<file path="config.mk">
export PLATFORM = sky130hd
export DESIGN_NAME = osc_sequencer
export DESIGN_NICKNAME = d
export VERILOG_FILES = /design/src/rtl/osc_sequencer.sv
export SDC_FILE = /design/constraint.sdc
export NUM_CORES = 1
export LEC_CHECK = 0
export CORE_ASPECT_RATIO = 0.8
export CORE_UTILIZATION = 49
export DETAILED_ROUTE_END_ITERATION = 8
export HOLD_SLACK_MARGIN = 0.05
export MAX_ROUTING_LAYER = met4
export PLACE_DENSITY_LB_ADDON = 0.08
export SLEW_MARGIN = 20
export SYNTH_ARGS = -nofsm -noshare
export SYNTH_HDL_FRONTEND = slang
export SYNTH_SLANG_ARGS = --single-unit
export TNS_END_PERCENT = 100
</file>
<file path="constraint.sdc">
create_clock -name Fg_CLK -period 2.83 [get_ports Fg_CLK]
set_input_delay 0.849 -clock Fg_CLK [delete_from_list [all_inputs] [get_ports Fg_CLK]]
set_output_delay 0.849 -clock Fg_CLK [all_outputs]
set_load 0.01 [all_outputs]
</file>
<file path="src/rtl/osc_sequencer.sv">
// osc_sequencer: control block for the recursive sine oscillator.
// Captures a frequency configuration over a valid/ready handshake. It then
// issues a one-cycle Ready load pulse to the oscillator, followed by Enable
// step strobes every div+1 cycles. After every `reload` steps it re-seeds the
// oscillator with another load pulse.
// Ports:
//   Fg_CLK, RESETn          clock (rising edge), async active-low reset
//   cfg_valid / cfg_ready   config handshake
//   cfg_init1, cfg_init2    seed sin(B) and coefficient 2cos(w)
//   cfg_div                 Enable period minus 1
//   cfg_reload              Enable steps between re-seeds (0 = never)
//   stop                    abort to idle; outranks a simultaneous handshake
//   Ready, Enable           oscillator load / step strobes
//   init1, init2            held shadows driven to the oscillator
//   sample_valid            Enable delayed one cycle
//   busy                    sequencer is not idle
module osc_sequencer #(
  parameter int unsigned DIV_W = 16,
  parameter int unsigned RLD_W = 16
) (
  input  logic              Fg_CLK,
  input  logic              RESETn,
  input  logic              cfg_valid,
  output logic              cfg_ready,
  input  logic [31:0]       cfg_init1,
  input  logic [31:0]       cfg_init2,
  input  logic [DIV_W-1:0]  cfg_div,
  input  logic [RLD_W-1:0]  cfg_reload,
  input  logic              stop,
  output logic              Ready,
  output logic              Enable,
  output logic [31:0]       init1,
  output logic [31:0]       init2,
  output logic              sample_valid,
  output logic              busy
);

  typedef enum logic [1:0] {
    S_IDLE = 2'd0,
    S_LOAD = 2'd1,
    S_RUN  = 2'd2
  } state_t;

  state_t             state_q, state_d;
  logic [DIV_W-1:0]   div_q;
  logic [RLD_W-1:0]   reload_q;
  logic [DIV_W-1:0]   dcnt_q;
  logic [RLD_W-1:0]   scnt_q;
  logic [RLD_W-1:0]   scnt_inc;
  logic               handshake;

  // All strobes are decoded from registered state only.
  assign cfg_ready = ((state_q == S_IDLE) || (state_q == S_RUN)) && !stop;
  assign handshake = cfg_valid && cfg_ready;
  assign Ready     = (state_q == S_LOAD);
  assign Enable    = (state_q == S_RUN) && (dcnt_q == '0);
  assign busy      = (state_q != S_IDLE);
  assign scnt_inc  = scnt_q + RLD_W'(1);

  // Priority order: stop, then handshake, then the reseed decision.
  always_comb begin
    state_d = state_q;
    case (state_q)
      S_IDLE: state_d = S_IDLE;
      S_LOAD: state_d = S_RUN;
      S_RUN: begin
        if (Enable && (reload_q != '0) && (scnt_inc == reload_q))
          state_d = S_LOAD;
      end
      default: state_d = S_IDLE;
    endcase
    if (handshake)
      state_d = S_LOAD;
    if (stop)
      state_d = S_IDLE;
  end

  always_ff @(posedge Fg_CLK or negedge RESETn) begin
    if (!RESETn) begin
      state_q      <= S_IDLE;
      init1        <= '0;
      init2        <= '0;
      div_q        <= '0;
      reload_q     <= '0;
      dcnt_q       <= '0;
      scnt_q       <= '0;
      sample_valid <= 1'b0;
    end else begin
      state_q      <= state_d;
      sample_valid <= Enable;
      if (handshake) begin
        init1    <= cfg_init1;
        init2    <= cfg_init2;
        div_q    <= cfg_div;
        reload_q <= cfg_reload;
      end
      if (state_q == S_LOAD) begin
        dcnt_q <= '0;
        scnt_q <= '0;
      end else if (state_q == S_RUN) begin
        dcnt_q <= (dcnt_q == div_q) ? '0 : dcnt_q + DIV_W'(1);
        if (Enable)
          scnt_q <= scnt_inc;
      end
    end
  end

endmodule

</file>
==> results.md <==
- First-pass GRT wire length: approximately 24000 µm
- Clock Skew: just under 0.008 ns
- Logic depth of the worst path, buffers included: 5
- Post-CTS setup buffers: 0
- Diode count: 0
- Setup CP Type: reg2out
- Placer Congestion: between 0.8 and 0.9
- Port bufs: 168
- Die area: ~13000 µm²
- Hold Vio Cnt, Final: 0
- Sink Count: 131
- Slew margin rel.: 62.7%
- Utilization after layout: 70.9%
- Post-synth EDFFs: 0
- Vias in the first global route: 4932
- CP startpoint kind: flip-flop
- CP Max Fanout: 4
- DIE HEIGHT: 102 µm
- Worst Tran Pin Value: 0.554 ns
- Initial cell density of the core: 50.4%
- Syn_area_per_cell: 11.8 µm²
- DR vias/cell: 5.31
- Element type at the critical path end: primary output
- Worst path bufs/invs: 2
- Hold-fix buffers, CTS: 0
- RSZ-0062 raised after global routing: no
- CP max-delay cell: dfrtp_1
- Synth Net Count: 628
- CTS tree: done
- Final instance area: 8650 µm²
- Multi-input logic area: around 2700 µm²
- Warnings, synthesis: 0
- FP Rows: 36
- R2r worst-path depth: 8
- Remaining DRCs: 0
- Pwr dens: between 700 and 800 nW/µm²
- # H-tree levels: 4
- Vias: 4632
- Filler Cell Count: a little under 900
- Mapped cell area: 6150 µm²
- Post-layout min period: 2.62 ns
- Max cap viols: 0
- Reg clk slew, reported paths: approximately 0.060 ns
- Synth Instances: 521
- Pre-CTS setup slack: -0.0177 ns
- Finished Layout Cells: 872
- Num CTS Buffers: 17
- Crit path max-delay family: simple AND/OR/NAND/NOR gates
- Asr flop ratio synth: 100%
- Worst min path class: in2async
- Placed Area: 8060 µm²
- Total power: around 6200 µW
- FF+latch area: ~3300 µm²
- Pleak: approximately 0.0036 µW
- CP required: 1.98 ns
- Detailed Routing Iterations Pass 1: 4
- Total wire length: 15200 µm
- Total gr overflow: 0
- Sequential fraction of the synthesis area: ~53%
- Final nets: between 700 and 800
- Critical path's largest stage delay: 0.42 ns
- Setup Viol. Count Final: 0
- ANT nets after route: 0
- Fin. max-slew vios: 0
- Clock Tree Root: clkbuf_16
- Share of layout cells above drive strength 1: 21.5%
- Total GRT Usage: 25.8%
- Status: finished, final reports clean
- Core area: 12200 µm²
- Final worst slack: 0.206 ns
- Worst Path Arrival: 1.77 ns
- Clock Latency Late Sink: 0.42 ns
- Largest net degree at the start of global routing: 84
- I/O pin count: around 170
- Crit share post-route: 92.7%
- Fmax: roughly 380 MHz
- 1st-iter DRT viols: 256
- Post-synth top flop: dfrtp_1
- Clock buffer depth: 2
- Placed Cells: 840
- Max VDD drop: 0.499 mV
- DIE WIDTH: 127 µm
- Register bit total from synthesis: ~130
- Cells along the critical path: inv_2 -> ha_1 -> nor4bb_2 -> and4_1 -> clkbuf_2
- Area Growth Syn to Fin: 40.5%
- Number of library cell types mapped by synthesis: 50
- Post-DP HPWL: 11100 µm
- Initial antenna violation count: 0
- WL/cell: 17.4 µm
power breakdown:
| part | internal, µW | switching (µW) | total (µW) |
|---|---|---|---|
| clock | 1400 | 789 | 2190 |
| combinational | 898 | 615 | 1510 |
| sequential | 2210 | 288 | 2500 |
routing by layer:
metal  vias to the layer above  GRT usage (%)  share of wire, %
li1                       2175              -                 -
met1                      2291           30.5                43
met2                       142           39.9                48
met3                        24           10.1               7.0
met4                         0           9.98               2.0
met5                         -              -                 0
what timing repair did:
action,4_1_cts,5_1_grt
setup endpoints to repair,2,1
endpoints found under the hold margin,0,0
gates resized for setup,4,4
cloned,0,0
cell usage after synthesis (3+ instances only):
cell type / count / area [µm²]
nand2b_1: 5 / 31.3
a21oi_1: 18 / 90.1
buf_1: 7 / 26.3
or4_1: 3 / 22.5
mux2i_1: 5 / 50.1
dfrtp_1: 131 / 3280
nor3_1: 17 / 85.1
o21ai_0: 21 / 105
xor2_1: 30 / 263
nand3_1: 11 / 55.1
ha_1: 7 / 87.6
or3_1: 6 / 37.5
buf_4: 3 / 22.5
nor4_1: 13 / 81.3
nor2_1: 20 / 75.1
xnor2_1: 13 / 114
mux2_2: 96 / 1080
and3_1: 3 / 18.8
inv_1: 10 / 37.5
nand4_1: 9 / 56.3
nand2_1: 36 / 135
buf_2: 5 / 25.0
clkbuf_1: 15 / 56.3
sequential cells by signal, summed over array words and instances, names as in the netlist:
signal	count
init1	32
init2	32
dcnt_q	16
div_q	16
reload_q	16
scnt_q	16
state_q	2
sample_valid	1
cell usage in the layout, fill, tap and decap left out, types with 3 or more instances in the layout:
cell | synthesis | routed
clkdlybuf4s50_1 | 0 | 165
dfrtp_1 | 131 | 131
mux2_2 | 96 | 96
nand2_1 | 36 | 35
xor2_1 | 30 | 30
o21ai_0 | 21 | 21
nor2_1 | 20 | 20
a21oi_1 | 18 | 18
nor3_1 | 17 | 17
clkbuf_16 | 0 | 17
nor4_1 | 13 | 13
xnor2_1 | 13 | 13
nand3_1 | 11 | 11
nand4_1 | 9 | 9
inv_1 | 10 | 8
buf_4 | 3 | 8
or3_1 | 6 | 6
ha_1 | 7 | 6
nand2b_1 | 5 | 5
mux2i_1 | 5 | 5
clkbuf_1 | 15 | 5
buf_12 | 0 | 5
or4_1 | 3 | 3
and3_1 | 3 | 3
bufinv_16 | 0 | 3
clkinv_2 | 0 | 3
stage by stage:
step / TNS (ns) / hold slack, ns
final: 0 / 0.408
after global placement: -0.0399 / 0.486
after CTS: 0 / 0.416
after detailed placement: -0.0177 / 0.494
after global routing: 0 / 0.420
after floorplan: 0 / 0.476
cell type report:
cell class              instances  share of cell area (%)
clock inverters                 9                    1.50
multi-input cells             348                    31.3
inverters                      10                   0.434
repair buffers                180                    21.1
flip-flops and latches        131                    37.9
well taps                     171                    2.47
clock buffers                  23                    5.29
worst paths after layout:
kind	to	start	slack (ns)
worst max-delay path	Enable	dcnt_q[0]	0.21
min in group Fg_CLK	init1[7]	init1[7]	0.50
worst min register to register	init1[7]	init1[7]	0.50
worst max register to register	state_q[1]	scnt_q[0]	0.23
max in group asynchronous	init1[6]	RESETn	1.96
worst min-delay path	dcnt_q[7]	RESETn	0.41
cells by family after synthesis:
| family | Yosys count | synth area share (%) |
|---|---|---|
| multiplexers | 101 | 18.4 |
| AND/OR/NAND/NOR | 140 | 12.2 |
| adder cells (fa/ha/maj) | 7 | 1.42 |
| buffers and inverters | 42 | 3.09 |
| XOR/XNOR | 43 | 6.12 |
| flip-flops | 131 | 53.3 |
| AO/OA/AOI/OAI | 57 | 5.51 |
No activity file was read; power rests on OpenSTA's default activity.
